[src/rtl/drv7seg_scan.sv]
// Time-multiplexed N-digit 7-segment driver with double-buffered data,
// anti-ghost blank window per slot and optional leading-zero suppression.
module drv7seg_scan #(
  parameter int N_DIGITS       = 4,
  parameter int SCAN_DIV       = 1000,
  parameter int BLANK_CYCLES   = 8,
  parameter int SEG_ACTIVE_LOW = 0,
  parameter int DIG_ACTIVE_LOW = 1
) (
  input  logic                    clk,
  input  logic                    rst_n,
  input  logic                    en,
  input  logic                    load,
  input  logic [4*N_DIGITS-1:0]   value,
  input  logic [N_DIGITS-1:0]     dp_in,
  input  logic [N_DIGITS-1:0]     blank_in,
  input  logic                    lz_sup,
  output logic [7:0]              seg,
  output logic [N_DIGITS-1:0]     dig,
  output logic                    frame_done
);

  localparam int CNT_W = (SCAN_DIV > 1) ? $clog2(SCAN_DIV) : 1;
  localparam int IDX_W = (N_DIGITS > 1) ? $clog2(N_DIGITS) : 1;

  localparam logic [CNT_W-1:0]    CNT_LAST = CNT_W'(SCAN_DIV - 1);
  localparam logic [IDX_W-1:0]    IDX_LAST = IDX_W'(N_DIGITS - 1);
  localparam logic [31:0]         BLANK_U  = 32'(BLANK_CYCLES);
  localparam logic [7:0]          SEG_OFF  = (SEG_ACTIVE_LOW != 0) ? 8'hFF : 8'h00;
  localparam logic [N_DIGITS-1:0] DIG_OFF  = (DIG_ACTIVE_LOW != 0) ? {N_DIGITS{1'b1}}
                                                                   : {N_DIGITS{1'b0}};

  function automatic logic [6:0] seg_decode(input logic [3:0] nib);
    logic [6:0] code;
    case (nib)
      4'h0: code = 7'h7E;
      4'h1: code = 7'h30;
      4'h2: code = 7'h6D;
      4'h3: code = 7'h79;
      4'h4: code = 7'h33;
      4'h5: code = 7'h5B;
      4'h6: code = 7'h5F;
      4'h7: code = 7'h70;
      4'h8: code = 7'h7F;
      4'h9: code = 7'h7B;
      4'hA: code = 7'h77;
      4'hB: code = 7'h1F;
      4'hC: code = 7'h4E;
      4'hD: code = 7'h3D;
      4'hE: code = 7'h4F;
      default: code = 7'h47;
    endcase
    return code;
  endfunction

  // Scan position and buffers
  logic [CNT_W-1:0]      cnt_q, cnt_d;
  logic [IDX_W-1:0]      idx_q, idx_d;
  logic [4*N_DIGITS-1:0] pend_val_q, pend_val_d;
  logic [N_DIGITS-1:0]   pend_dp_q, pend_dp_d;
  logic [N_DIGITS-1:0]   pend_blank_q, pend_blank_d;
  logic [4*N_DIGITS-1:0] shd_val_q, shd_val_d;
  logic [N_DIGITS-1:0]   shd_dp_q, shd_dp_d;
  logic [N_DIGITS-1:0]   shd_blank_q, shd_blank_d;

  // Registered outputs
  logic [7:0]            seg_q, seg_d;
  logic [N_DIGITS-1:0]   dig_q, dig_d;
  logic                  fd_q, fd_d;

  logic                  transfer;
  logic                  in_blank;
  logic [N_DIGITS-1:0]   lz_mask;
  logic [3:0]            cur_nib;
  logic                  cur_dp;
  logic                  cur_blank;
  logic                  cur_lz;
  logic [7:0]            seg_show;
  logic [N_DIGITS-1:0]   dig_onehot;

  // The first cycle of slot 0 latches pending into shadow; a load landing on
  // that same cycle bypasses straight through so it is not delayed a frame.
  always_comb begin
    transfer     = en && (cnt_q == '0) && (idx_q == '0);
    pend_val_d   = load ? value    : pend_val_q;
    pend_dp_d    = load ? dp_in    : pend_dp_q;
    pend_blank_d = load ? blank_in : pend_blank_q;
    shd_val_d    = transfer ? pend_val_d   : shd_val_q;
    shd_dp_d     = transfer ? pend_dp_d    : shd_dp_q;
    shd_blank_d  = transfer ? pend_blank_d : shd_blank_q;
  end

  // Walk from the most significant digit down; a visible nonzero digit ends
  // the run of suppressible zeros.
  always_comb begin
    logic seen_nz;
    seen_nz = 1'b0;
    lz_mask = '0;
    for (int i = N_DIGITS - 1; i >= 0; i--) begin
      lz_mask[i] = lz_sup && !seen_nz && (shd_val_d[4*i +: 4] == 4'h0) && (i != 0);
      if ((shd_val_d[4*i +: 4] != 4'h0) && !shd_blank_d[i]) begin
        seen_nz = 1'b1;
      end
    end
  end

  always_comb begin
    cur_nib    = shd_val_d[4*int'(idx_q) +: 4];
    cur_dp     = shd_dp_d[idx_q];
    cur_blank  = shd_blank_d[idx_q];
    cur_lz     = lz_mask[idx_q];
    in_blank   = (32'(cnt_q) < BLANK_U);
    dig_onehot = N_DIGITS'(1) << idx_q;
    if (cur_blank) begin
      seg_show = 8'h00;
    end else begin
      seg_show = {(cur_lz ? 7'h00 : seg_decode(cur_nib)), cur_dp};
    end
  end

  always_comb begin
    cnt_d = '0;
    idx_d = '0;
    seg_d = SEG_OFF;
    dig_d = DIG_OFF;
    fd_d  = 1'b0;
    if (en) begin
      if (cnt_q == CNT_LAST) begin
        cnt_d = '0;
        idx_d = (idx_q == IDX_LAST) ? '0 : idx_q + IDX_W'(1);
      end else begin
        cnt_d = cnt_q + CNT_W'(1);
        idx_d = idx_q;
      end
      if (!in_blank) begin
        seg_d = (SEG_ACTIVE_LOW != 0) ? ~seg_show : seg_show;
        dig_d = (DIG_ACTIVE_LOW != 0) ? ~dig_onehot : dig_onehot;
      end
      fd_d = (cnt_q == CNT_LAST) && (idx_q == IDX_LAST);
    end
  end

  always_ff @(posedge clk or negedge rst_n) begin
    if (!rst_n) begin
      cnt_q        <= '0;
      idx_q        <= '0;
      pend_val_q   <= '0;
      pend_dp_q    <= '0;
      pend_blank_q <= '0;
      shd_val_q    <= '0;
      shd_dp_q     <= '0;
      shd_blank_q  <= '0;
      seg_q        <= SEG_OFF;
      dig_q        <= DIG_OFF;
      fd_q         <= 1'b0;
    end else begin
      cnt_q        <= cnt_d;
      idx_q        <= idx_d;
      pend_val_q   <= pend_val_d;
      pend_dp_q    <= pend_dp_d;
      pend_blank_q <= pend_blank_d;
      shd_val_q    <= shd_val_d;
      shd_dp_q     <= shd_dp_d;
      shd_blank_q  <= shd_blank_d;
      seg_q        <= seg_d;
      dig_q        <= dig_d;
      fd_q         <= fd_d;
    end
  end

  assign seg        = seg_q;
  assign dig        = dig_q;
  assign frame_done = fd_q;

endmodule

[config.mk]
export PLATFORM = sky130hd
export DESIGN_NAME = drv7seg_scan
export DESIGN_NICKNAME = d
export VERILOG_FILES = /design/src/rtl/drv7seg_scan.sv
export SDC_FILE = /design/constraint.sdc
export NUM_CORES = 1
export LEC_CHECK = 0
export CORE_MARGIN = 2
export CORE_UTILIZATION = 40
export CTS_CLUSTER_SIZE = 10
export DETAILED_ROUTE_END_ITERATION = 12
export PLACE_DENSITY = 0.71
export SYNTH_ARGS = -nofsm -noshare
export SYNTH_HDL_FRONTEND = slang
export SYNTH_SLANG_ARGS = --single-unit
[constraint.sdc]
create_clock -name clk -period 3.3 [get_ports clk]
set_clock_uncertainty 0.05 [all_clocks]
set_input_delay 0.495 -clock clk [delete_from_list [all_inputs] [get_ports clk]]
set_output_delay 0.495 -clock clk [all_outputs]
set_load 0.01 [all_outputs]
* Word level (Yosys, flattened, before mapping) *
Memory sizes are Yosys's and may differ from the RTL's.
Cells that the tools add are included.

storage, ports and cells
  flip-flop bits (word level) = 73
  bits in read-only memories = 112
  bits of input ports = 29
  output and inout port bits = 13
  word-level logic and storage cells = 69
  memories = 1

operators by class
  $add $sub $neg = 2
  magnitude comparators = 2
  equality and inequality tests = 3
  shifts and indexed selects = 2
  mux-type cells = 26
  bitwise operators = 1
  reductions and logical operators = 21

memories
  memory           depth  bits a word  rd ports  clocked after memory_dff  wr ports  RTL line  text
  (no name shown)  16     7            1         0                         0         35        case (nib)

operator list
  operator                                              number
  2-to-1 mux 16 bit                                     2
  2-to-1 mux 4 bit                                      6
  2-to-1 mux 8 bit                                      3
  2-to-1 mux 10 bit                                     2
  variable part select 16 x 5 -> 4 bit                  1
  zero test 4 bit                                       3
  adder 10 x 1 -> 10 bit (second input constant)        1
  equality test 10 bit (second input constant)          1
  logical AND 1 bit                                     10
  zero test 10 bit                                      1
  < comparator 10 x 4 -> 1 bit (second input constant)  1
  nonzero test 4 bit                                    2
  2-to-1 mux 7 bit                                      1
  binary-select mux 1 bit (select 2 bit)                3
  2-to-1 mux 1 bit                                      6
  2-to-1 mux 2 bit                                      3
  zero test 1 bit                                       4
  NOT 4 bit                                             1
  << shifter 1 x 2 -> 4 bit (first input constant)      1
  < comparator 2 x 3 -> 1 bit (second input constant)   1
  adder 2 x 1 -> 2 bit (second input constant)          1
  equality test 2 bit (second input constant)           1
  zero test 2 bit                                       1
  != test 2 x 1 -> 1 bit (second input constant)        1

* Logic depth before layout (Yosys ltp) *
  depth after elaboration = 17
  depth in mapped cells = 15
  mapped depth without buffers = 12

* Least setup slack after synthesis *
OpenSTA, ideal clock, no wires.

  path kind = register to register
  start point = register idx_q[0]
  end point = register seg_q[1], in the netlist seg[1]
  library setup time = 0.104 ns
  arrival = 3.400 ns
  data required time = 3.146 ns
  slack = -0.253 ns
  cell stages (with the launch flop) = 16
  buffers on the path = 3
  period minus slack after synthesis = 3.553 ns
  cells stage by stage = dfrtp_1 -> clkbuf_1 -> clkinv_1 -> ha_1 -> and4b_4 -> and3_1 -> buf_6 -> buf_6 -> mux4_2 -> and2_1 -> a31oi_1 -> inv_1 -> ha_1 -> nand2_1 -> o21ai_1 -> a221oi_1

between the ends
  cells in the longest elaborated chain, start to end = 16
  elaborated cells between the ends (all ways) = 32
  classes of those cells = shift: 1; mux: 12; reduce/logical: 18; memory: 1

ends and longest elaborated chain
  item                                                               RTL line  text
  start, declared                                                    58        logic [IDX_W-1:0] idx_q, idx_d;
  start signal, assigned                                             158       idx_q <= idx_d;
  branches (longest 13 deep; another with memory read (16 x 7 bit))  n/a
  2-to-1 mux 8 bit *                                                 114       if (cur_blank) begin
  2-to-1 mux 8 bit *                                                 135       if (!in_blank) begin
  2-to-1 mux 8 bit *                                                 127       if (en) begin
  named net seg_d[1]                                                 67        logic [7:0] seg_q, seg_d;
  end signal, assigned                                               165       seg_q <= seg_d;
  end, declared                                                      67

Mark *: on every way through the listed nets, which the timed path passes. The select of a mux whose other input is x is not followed.
A chain may end at the register's enable or synchronous reset.

* Final worst setup path *
  start point = register cnt_q[0]
  end point = register seg_q[7], in the netlist seg[7]

between the ends
  cells in the longest elaborated chain, start to end = 17
  elaborated cells between the ends (all ways) = 34
  classes of those cells = order compare: 1; shift: 1; mux: 12; reduce/logical: 19; memory: 1

ends and longest elaborated chain
  item                                                              RTL line  text
  start, declared                                                   57        logic [CNT_W-1:0] cnt_q, cnt_d;
  start signal, assigned                                            157       cnt_q <= cnt_d;
  zero test 10 bit *                                                84        transfer = en && (cnt_q == '0) && (idx_q == '0);
  logical AND 1 bit * (2 in series)                                 84
  2-to-1 mux 16 bit *                                               88        shd_val_d = transfer ? pend_val_d : shd_val_q;
  named net shd_val_d[13]                                           62        logic [4*N_DIGITS-1:0] shd_val_q, shd_val_d;
  branches (longest 9 deep; another with memory read (16 x 7 bit))  n/a
  2-to-1 mux 7 bit *                                                117       seg_show = {(cur_lz ? 7'h00 : seg_decode(cur_nib)), cur_dp};
  2-to-1 mux 8 bit *                                                114
  2-to-1 mux 8 bit *                                                135
  2-to-1 mux 8 bit *                                                127
  named net seg_d[7]                                                67

Marked as above.

==> flow_metrics.env <==
export IMPL_status="completed"
export IMPL_finalSetupViolations=0
export IMPL_drt_first_iter_violations=129
export IMPL_vdd_ir_drop_worst_mv=0.279
export IMPL_biggest_area_contributors_in_the_synthesized_netlist="dfrtp_1 51%, mux2_2 8.6%, nand2_1 5.3%, ha_1 4.4%, mux4_2 3.3%"
export IMPL_switching_power_w=0.000626
export IMPL_place_hpwl_um=4930
export IMPL_timing_critical_path_arrival_ps=3180
export IMPL_die_outline_width_um=96.3
export IMPL_cap_violations=0
export IMPL_timing_critical_path_from="cnt_q[0]"
export IMPL_p_sw_frac=0.262
export IMPL_r2r_end="seg[7]"
export IMPL_power_leakage_nw=1.95
export IMPL_internal_power_w=0.00176
export IMPL_cts_tree="done"
export IMPL_commonest_non_fill_non_tap_cell_in_the_layout="dfrtp_1"
export IMPL_synth_ff_latch_count=73
export IMPL_syn2layout_area_growth_pct=27.6
export IMPL_syn_mean_instance_area_sq_um=11.7
export IMPL_firstDrtPassIters=4
export IMPL_global_route_overflow_total=0
export IMPL_synthesis_instances=292
export IMPL_maxSlewHeadroom=0.392
export IMPL_vias_in_the_first_global_route=2496
export IMPL_combPwrFrac=0.211
export IMPL_synth_edff_count=0
export IMPL_cts_buffers=9
export IMPL_avgRoutedWirePerCell_um=14.8
export IMPL_min_delay_path_class="in2async"
export IMPL_clk_insertion_delay_late_ps=350
export IMPL_regToRegSetupSlack_ps=310
export IMPL_most_common_layout_cells="69 x dfrtp_1, 48 x nand2_1, 40 x clkdlybuf4s50_1"
export IMPL_worst_r2r_startpoint="cnt_q[0]"
export IMPL_yosysTopAreaCell="dfrtp_1"
export IMPL_clock_fmax_ghz=0.334
export IMPL_synth_nets=333
export IMPL_wl_um=6960
export IMPL_clockRootBuffer="clkbuf_8"
export IMPL_chipHeight_um=96.3
export IMPL_portion_of_the_post_synthesis_area_used_by_sequential_elements=0.538
export IMPL_rsz_0062_raised_after_global_routing="false"
export IMPL_grt_max_degree=74
export IMPL_placedCellCount=453
export IMPL_postSynth_asyncResetShare=1.00
export IMPL_crit_fanout=12
export IMPL_sinks_on_clock_net=73
export IMPL_period_minus_slack_ps=2990
export IMPL_initial_utilization=0.414
export IMPL_worstMarginPinSlew_ps=912
export IMPL_clkPwrFrac=0.351
export IMPL_synth_area_sq_um=3410
export IMPL_power_density_nw_per_um2=550
export IMPL_ctsHoldBuffers=0
export IMPL_synth_top_cell_area_share=0.507
export IMPL_timing_final_crit_share=0.907
export IMPL_crit_path_end_kind="flop"
export IMPL_post_cts_gate_resize_count=0
export IMPL_final_hold_violation_count=0
export IMPL_seqPwrFrac=0.438
export IMPL_setup_tns_final_ps=0
export IMPL_warnings_from_yosys=0
export IMPL_start_kind="flop"
export IMPL_timing_worst_setup_path_type="reg2reg"
export IMPL_detailroute_via_count=2364
export IMPL_critPathRequiredTime_ps=3480
export IMPL_grt_first_pass_wirelength_um=11700
export IMPL_dominantRegCellSynth="dfrtp_1"
export IMPL_ys_types=40
export IMPL_routability_congestion=0.892
export IMPL_clk_transition_reported_paths_ps=80
export IMPL_reg2reg_depth=14
export IMPL_drive_gt1_frac=0.247
export IMPL_design_portCount=42
export IMPL_fin_nets=400
export IMPL_floorplan_die_area_sq_um=9270
export IMPL_core_sq_um=8220
export IMPL_cts_htree_levels=3
export IMPL_placement_io_buffers=41
export IMPL_vias_per_cell=5.04
export IMPL_antenna_cells=0
export IMPL_postCtsSetupRepairBufs=0
export IMPL_grt_antenna_before_repair=0
export IMPL_finalMaxSlewViolations=0
export IMPL_stdcell_count=469
export IMPL_grt_usage=0.168
export IMPL_clockBufferDepth=2
export IMPL_ant_nets=0
export IMPL_drc=0
export IMPL_placement_rows=33
-- layer usage --
| metal | vias up | track usage | share of wire |
|---|---|---|---|
| met1 | 1171 | 0.207 | 0.45 |
| li1 | 1138 | - | - |
| met4 | 0 | 0.0440 | 0.014 |
| met3 | 10 | 0.0517 | 0.040 |
| met2 | 45 | 0.285 | 0.49 |
| met5 | - | 0 | 0 |
-- through the flow --
stage               cell area (sq um)  total power [W]  worst slack, ps  hold slack (ps)  utilization
floorplan                        3410          0.00138             43.3              149            -
global placement                 4110          0.00155            -20.6              405        0.500
detailed placement               4110          0.00157            -44.3              412        0.500
CTS                              4350          0.00241              271              343        0.529
global route                     4350          0.00250             71.2              372        0.529
finish                           4350          0.00239              306              306        0.529
-- critical path, stage by stage, from the launching register on --
cell and delay [ps]:
dfrtp_1 390, inv_1 60, ha_1 200, and4b_4 210
and3_1 230, buf_12 170, buf_4 140, nand2_1 50
nand2_1 60, mux4_2 530, inv_1 140, ha_1 220
inv_1 100, a221oi_1 260, nor2_1 60
-- synthesized netlist by cell type, types with 6 or more instances --
| master | instances |
|---|---|
| ha_1 | 12 |
| nor2_1 | 18 |
| mux2i_1 | 7 |
| dfrtp_1 | 69 |
| mux2_2 | 26 |
| nand2_1 | 48 |
| nand3_1 | 7 |
| o21ai_0 | 6 |
| buf_2 | 6 |
| xnor2_1 | 6 |
| inv_1 | 13 |
-- cells by family after synthesis --
kind of cell    Yosys count  share of synthesized area
compound gates           26                     0.0547
fa+ha+maj                12                     0.0441
simple gates            101                      0.139
buf+inv                  28                     0.0397
flops                    73                      0.538
xor+xnor                  9                     0.0231
mux                      43                      0.162
-- final cells by class --
type,instances,area (sq um)
clock buffers,11,131
clock inverters,5,104
inverters,14,53.8
well taps,105,131
repair buffers,70,648
flip-flops and latches,73,1830
fillers,716,3870
multi-input cells,191,1450
-- power groups by stage --
stage / registers, W / clock network (W) / logic [W]
2_1_floorplan: 0.00105 / 0 / 0.000331
4_1_cts: 0.00105 / 0.000849 / 0.000511
6_report: 0.00105 / 0.000839 / 0.000505
5_1_grt: 0.00106 / 0.000889 / 0.000560
3_3_place_gp: 0.00106 / 0 / 0.000488
3_5_place_dp: 0.00106 / 0 / 0.000503
-- sequential cells by signal, indices dropped and copies added (netlist names) --
register / count
pend_val_q: 16
shd_val_q: 16
cnt_q: 10
seg: 8
dig: 4
pend_blank_q: 4
pend_dp_q: 4
shd_blank_q: 4
shd_dp_q: 4
idx_q: 2
frame_done: 1
-- worst max path at each step --
stage          endpoint  slack (ps)  depth (start not counted)
2_1_floorplan    seg[7]          40                         14
3_3_place_gp     seg[2]         -20                          8
3_5_place_dp     seg[2]         -40                          8
4_1_cts          seg[7]         270                         14
5_1_grt          seg[7]          70                         14
6_report         seg[7]         310                         14
Note: power is estimated with default switching activity, not from simulation.
